--- src/rtl/axil_pkg.sv ---
// Shared types and constants for the command-to-AXI4-Lite master bridge.
// The optional watchdog build is selected with the AXIL_TIMEOUT_EN macro.
package axil_pkg;

    localparam int AXIL_ADDR_W      = 16;
    localparam int AXIL_DATA_W      = 32;
    localparam int AXIL_TIMEOUT_DEF = 64;

    typedef enum logic [2:0] {
        ST_IDLE,
        ST_WR_REQ,
        ST_WR_RESP,
        ST_RD_REQ,
        ST_RD_DATA,
        ST_RSP
    } axil_state_t;

    localparam logic [1:0] RESP_OKAY    = 2'b00;
    localparam logic [1:0] RESP_SLVERR  = 2'b10;
    localparam logic [1:0] RESP_TIMEOUT = 2'b11;

    function automatic logic is_wait_state(input axil_state_t s);
        return (s == ST_WR_REQ) || (s == ST_WR_RESP) ||
               (s == ST_RD_REQ) || (s == ST_RD_DATA);
    endfunction

endpackage

--- src/rtl/axil_watchdog.sv ---
// Per-channel wait watchdog: counts cycles while active, flags the cycle in
// which the count reaches LIMIT so the master can abandon the wait next cycle.
module axil_watchdog #(
    parameter int unsigned LIMIT = 64
) (
    input  logic clk,
    input  logic rst,
    input  logic clear,
    input  logic active,
    output logic tc
);

    localparam int unsigned CNT_W = $clog2(LIMIT + 1);
    localparam logic [CNT_W-1:0] LAST = CNT_W'(LIMIT - 1);

    logic [CNT_W-1:0] count;

    always_ff @(posedge clk or posedge rst) begin
        if (rst) begin
            count <= '0;
        end else if (clear || !active) begin
            count <= '0;
        end else begin
            count <= count + CNT_W'(1);
        end
    end

    // count holds cycles already spent, so LAST means this is cycle LIMIT
    assign tc = active && (count == LAST);

endmodule

--- src/rtl/axil_cmd_master.sv ---
// Single-outstanding command port to AXI4-Lite master bridge.
// Define AXIL_TIMEOUT_EN to build the channel-wait watchdog (rsp_resp = 11 on expiry).
//
// state      | meaning
// -----------+---------------------------------------------------------
// ST_IDLE    | cmd_ready high, waiting for a command
// ST_WR_REQ  | AW and W valid, each dropped after its own handshake
// ST_WR_RESP | bready high, waiting for the write response
// ST_RD_REQ  | arvalid high, waiting for arready
// ST_RD_DATA | rready high, waiting for read data
// ST_RSP     | rsp_valid high, fields held until rsp_ready
module axil_cmd_master
    import axil_pkg::*;
#(
    parameter int ADDR_W         = AXIL_ADDR_W,
    parameter int DATA_W         = AXIL_DATA_W,
    parameter int TIMEOUT_CYCLES = AXIL_TIMEOUT_DEF
) (
    input  logic              aclk,
    input  logic              areset,
    input  logic              cmd_valid,
    output logic              cmd_ready,
    input  logic              cmd_write,
    input  logic [ADDR_W-1:0] cmd_addr,
    input  logic [DATA_W-1:0] cmd_wdata,
    output logic              rsp_valid,
    input  logic              rsp_ready,
    output logic              rsp_write,
    output logic [DATA_W-1:0] rsp_rdata,
    output logic [1:0]        rsp_resp,
    output logic              m_axi_awvalid,
    input  logic              m_axi_awready,
    output logic [ADDR_W-1:0] m_axi_awaddr,
    output logic              m_axi_wvalid,
    input  logic              m_axi_wready,
    output logic [DATA_W-1:0] m_axi_wdata,
    input  logic              m_axi_bvalid,
    output logic              m_axi_bready,
    input  logic [1:0]        m_axi_bresp,
    output logic              m_axi_arvalid,
    input  logic              m_axi_arready,
    output logic [ADDR_W-1:0] m_axi_araddr,
    input  logic              m_axi_rvalid,
    output logic              m_axi_rready,
    input  logic [DATA_W-1:0] m_axi_rdata,
    input  logic [1:0]        m_axi_rresp
);

    if (TIMEOUT_CYCLES < 1) begin : g_bad_timeout
        $error("axil_cmd_master: TIMEOUT_CYCLES must be at least 1");
    end

    axil_state_t       state, state_next;
    logic              aw_done, w_done;
    logic              write_q;
    logic [ADDR_W-1:0] addr_q;
    logic [DATA_W-1:0] wdata_q;
    logic [DATA_W-1:0] rdata_q;
    logic [1:0]        resp_q;
    logic              aw_hs, w_hs, ar_hs;
    logic              timeout_fire;

    assign aw_hs = (state == ST_WR_REQ) && !aw_done && m_axi_awready;
    assign w_hs  = (state == ST_WR_REQ) && !w_done && m_axi_wready;
    assign ar_hs = (state == ST_RD_REQ) && m_axi_arready;

`ifdef AXIL_TIMEOUT_EN
    logic wd_tc;

    axil_watchdog #(.LIMIT(TIMEOUT_CYCLES)) u_watchdog (
        .clk    (aclk),
        .rst    (areset),
        .clear  ((state_next != state) || aw_hs || w_hs || ar_hs),
        .active (is_wait_state(state)),
        .tc     (wd_tc)
    );
`endif

    always_ff @(posedge aclk or posedge areset) begin
        if (areset) begin
            state <= ST_IDLE;
        end else begin
            state <= state_next;
        end
    end

    always_comb begin
        state_next    = state;
        timeout_fire  = 1'b0;
        cmd_ready     = 1'b0;
        rsp_valid     = 1'b0;
        m_axi_awvalid = 1'b0;
        m_axi_wvalid  = 1'b0;
        m_axi_bready  = 1'b0;
        m_axi_arvalid = 1'b0;
        m_axi_rready  = 1'b0;
        case (state)
            ST_IDLE: begin
                // areset gating keeps cmd_ready low for the whole reset pulse
                cmd_ready = !areset;
                if (cmd_valid && !areset) begin
                    state_next = cmd_write ? ST_WR_REQ : ST_RD_REQ;
                end
            end
            ST_WR_REQ: begin
                m_axi_awvalid = !aw_done;
                m_axi_wvalid  = !w_done;
                if ((aw_done || m_axi_awready) && (w_done || m_axi_wready)) begin
                    state_next = ST_WR_RESP;
                end
            end
            ST_WR_RESP: begin
                m_axi_bready = 1'b1;
                if (m_axi_bvalid) state_next = ST_RSP;
            end
            ST_RD_REQ: begin
                m_axi_arvalid = 1'b1;
                if (m_axi_arready) state_next = ST_RD_DATA;
            end
            ST_RD_DATA: begin
                m_axi_rready = 1'b1;
                if (m_axi_rvalid) state_next = ST_RSP;
            end
            ST_RSP: begin
                rsp_valid = 1'b1;
                if (rsp_ready) state_next = ST_IDLE;
            end
            default: state_next = ST_IDLE;
        endcase
`ifdef AXIL_TIMEOUT_EN
        // forward progress this cycle beats an expiring watchdog
        if (wd_tc && (state_next == state)) begin
            state_next   = ST_RSP;
            timeout_fire = 1'b1;
        end
`endif
    end

    always_ff @(posedge aclk or posedge areset) begin
        if (areset) begin
            aw_done <= 1'b0;
            w_done  <= 1'b0;
            write_q <= 1'b0;
            addr_q  <= '0;
            wdata_q <= '0;
            rdata_q <= '0;
            resp_q  <= RESP_OKAY;
        end else begin
            if (state == ST_IDLE) begin
                aw_done <= 1'b0;
                w_done  <= 1'b0;
                if (cmd_valid) begin
                    write_q <= cmd_write;
                    addr_q  <= cmd_addr;
                    wdata_q <= cmd_wdata;
                end
            end
            if (aw_hs) aw_done <= 1'b1;
            if (w_hs)  w_done  <= 1'b1;
            if ((state == ST_WR_RESP) && m_axi_bvalid) begin
                resp_q  <= m_axi_bresp;
                rdata_q <= '0;
            end
            if ((state == ST_RD_DATA) && m_axi_rvalid) begin
                resp_q  <= m_axi_rresp;
                rdata_q <= m_axi_rdata;
            end
            if (timeout_fire) begin
                resp_q  <= RESP_TIMEOUT;
                rdata_q <= '0;
            end
        end
    end

    assign rsp_write    = write_q;
    assign rsp_rdata    = rdata_q;
    assign rsp_resp     = resp_q;
    assign m_axi_awaddr = addr_q;
    assign m_axi_araddr = addr_q;
    assign m_axi_wdata  = wdata_q;

endmodule

--- config.mk ---
export PLATFORM = sky130hd
export DESIGN_NAME = axil_cmd_master
export DESIGN_NICKNAME = d
export VERILOG_FILES = /design/src/rtl/axil_pkg.sv /design/src/rtl/axil_watchdog.sv /design/src/rtl/axil_cmd_master.sv
export SDC_FILE = /design/constraint.sdc
export NUM_CORES = 1
export LEC_CHECK = 0
export ABC_AREA = 1
export BUFFER_PORTS_ARGS = -buffer_cell sky130_fd_sc_hd__buf_2
export CORE_UTILIZATION = 49
export DETAILED_ROUTE_END_ITERATION = 16
export HOLD_SLACK_MARGIN = 0.06
export PLACE_DENSITY = 0.87
export SLEW_MARGIN = 20
export SYNTH_ARGS = -nofsm -noshare
export SYNTH_HDL_FRONTEND = slang
export SYNTH_SLANG_ARGS = --single-unit
--- constraint.sdc ---
create_clock -name aclk -period 7.72 [get_ports aclk]
set_input_delay 0.772 -clock aclk [delete_from_list [all_inputs] [get_ports aclk]]
set_output_delay 0.772 -clock aclk [all_outputs]
set_load 0.02 [all_outputs]
==> reports/results.tsv <==
metric	value	unit
status	finished, final reports clean	
combinational share of power	46.8	%
slowest stage delay, CP	580	ps
vias in the first global route	3446	
min Tclk post-route	2580	ps
internal power	0.00127	W
cell-by-cell trace of the critical path	nor2_4 > nand2_2 > inv_2 > buf_4 > buf_2	
crit end category	output port	
R2R setup slack	5290	ps
Residual DRC	0	
CP delay by family, top	buffers and inverters	
Max IR drop VDD	0.208	mV
Critical Path Source Type	flip-flop	
top cells by count, synth	nand2_1, nand3_1, dfrtp_1	
syn_nets	554	
IO buf count	199	
DR pass1 iterations	4	
initial antenna violation count	0	
P_sw	0.00106	W
pin count of the biggest net entering global routing	52	
max_slew headroom	38.1	%
wire length per cell	13.4	um
Min-Delay Endpoint	m_axi_wdata[6]	
fin crit share	33.4	%
layout cells sized above 1	36.3	%
hold path startpoint	m_axi_wdata[6]	
Crit Reg-Reg Startpoint	state[1]	
Worst Path Required	6950	ps
total gr overflow	0	
antenna cell count	0	
CTS buffer count	9	
ranking of synthesized cells by area	dfrtp_1, nand2_1, nand3_1	
CTS Root Cell	clkbuf_8	
first-pass GRT wire length	16000	um
num rows	32	
share of the synthesized area in the top cell type	56.1	%
final core occ	64.8	%
DRT iter0 DRCs	131	
Nets	721	
largest area contributor in the netlist	dfrtp_1	
antenna-violating nets left	0	
Die W	91.5	um
synthesized instance count	460	
total routed wirelength	9850	um
number of setup violations in the final report	0	
power density over the cells	464	nW/um^2
most frequent cell after synthesis	nand2_1	
CTS sink cnt	88	
RSZ-0062 raised after global routing	no	
WS Path Type	flip-flop to output port	
Final Wtd Congestion	0.868	
Reg2Reg Capture Point	m_axi_wdata[27]	
reg2reg path depth	6	
CTS resizes	0	
Starting Density	50.8	%
ys async rst share	100	%
deepest clock path buffer count	2	
Synth Area per Inst	8.53	um^2
synthesized area	3930	um^2
clock skew	13.3	ps
Distinct cells, synth	18	
endpoints failing hold	0	
Slew Viols, Final	0	
#FFs+latches synth	88	
Via-to-Cell Ratio	5.08	
Critical-path top delay cell	dfrtp_1	
EDFF count, synth	0	
Max-Cap Viols	0	
clock latency on the worst-skew pair	340	ps
Clock power frac	17.3	%
worst-margin pin slew	929	ps
die height	91.5	um
worst hold stages	2	
via count	3725	
htree depth	3	
worst path arrival time	1810	ps
leakage	3.05	nW
Detailed Place HPWL	6830	um
Fmax achieved	388	MHz
part of the power in registers	35.9	%
ys flop type	dfrtp_1	
Fin Setup TNS	0	ps
I/O pin total	200	
WP buf/inv	3	
Synth Warn #	0	
Worst Hold Class	flip-flop to flip-flop	
register area share after synthesis	56.1	%
GRT Overall Usage	24.3	%
Worst Path Max Fanout	36	
die area	8370	um^2
CTS tree	yes	
core region area	7730	um^2
Post-CTS Setup Bufs	0	
area grow syn2layout	27.6	%
CTS Hold Bufs	0	
Worst-path clk slew	80	ps
Sw Ratio	45.6	%
CP startpoint	state[0]	
==> routing by layer <==
metal / vias to the layer above / share of wire, % / GRT usage (%)
met3: 15 / 8.2 / 5.36
met4: 0 / 1.4 / 7.41
met2: 180 / 48 / 41.2
met5: - / 0 / 0
met1: 1761 / 42 / 31.0
li1: 1769 / - / -
==> metrics by stage <==
stage | area (um^2) | power, W | setup slack, ps | hold WS (ps) | cells
after global placement | 4750 | 0.00190 | 5110 | 449 | 718
after CTS | 5010 | 0.00234 | 5120 | 473 | 733
final | 5010 | 0.00233 | 5140 | 470 | 733
after global routing | 5010 | 0.00249 | 4990 | 501 | 733
after floorplan | 3930 | 0.00164 | 4370 | 538 | 460
after detailed placement | 4750 | 0.00194 | 5050 | 454 | 718
==> worst max path at each step <==
| stage | end | cells past startpoint |
|---|---|---|
| after CTS | m_axi_rready | 5 |
| after global placement | m_axi_wdata[26] | 4 |
| after global routing | m_axi_rready | 5 |
| after floorplan | state[0] | 8 |
| after detailed placement | m_axi_wdata[27] | 4 |
| final | m_axi_rready | 5 |
==> cells by family (layout without fill, tap and decap cells) <==
family | Yosys count | in the layout | share of synthesized area [%]
and+or+nand+nor | 306 | 306 | 33.8
DFF | 88 | 88 | 56.1
AOI/OAI and AO/OA | 4 | 4 | 0.510
buffers and inverters | 62 | 233 | 9.63
==> final cells by class <==
cell class              instances  area [um^2]
inverters                      17         67.6
multi-input cells             310         1350
repair buffers                201         1010
flip-flops and latches         88         2200
clock buffers                   9          124
well taps                     102          128
fillers                       680         2720
clock inverters                 6          133
==> power by group through the flow <==
stage / registers (W) / logic [W] / clock network [W]
3_3_place_gp: 0.000829 / 0.00107 / 0
4_1_cts: 0.000833 / 0.00110 / 0.000413
3_5_place_dp: 0.000836 / 0.00110 / 0
6_report: 0.000835 / 0.00109 / 0.000402
5_1_grt: 0.000863 / 0.00119 / 0.000433
2_1_floorplan: 0.00106 / 0.000576 / 0
==> sequential cells by signal (all words and copies together) (netlist names) <==
register and count:
m_axi_araddr 16, aw_done 1, state 3, w_done 1, rsp_write 1, m_axi_wdata 32, rsp_rdata 32, rsp_resp 2
==> cells in the final DEF, fill, tap and decap left out, drive strengths merged <==
master,instances
nand4,4
clkinvlp,1
buf,201
clkinv,2
nand3b,1
bufinv,4
inv,16
a21oi,4
dfrtp,88
clkbuf,9
nor2,18
nand3,91
nand2,192
==> worst min-delay path, delay by kind of cell (launching register included) <==
kind	cells	cell delay, ps
AND/OR/NAND/NOR	2	100
flip-flops	1	340
No activity file was read; power rests on OpenSTA's default activity.
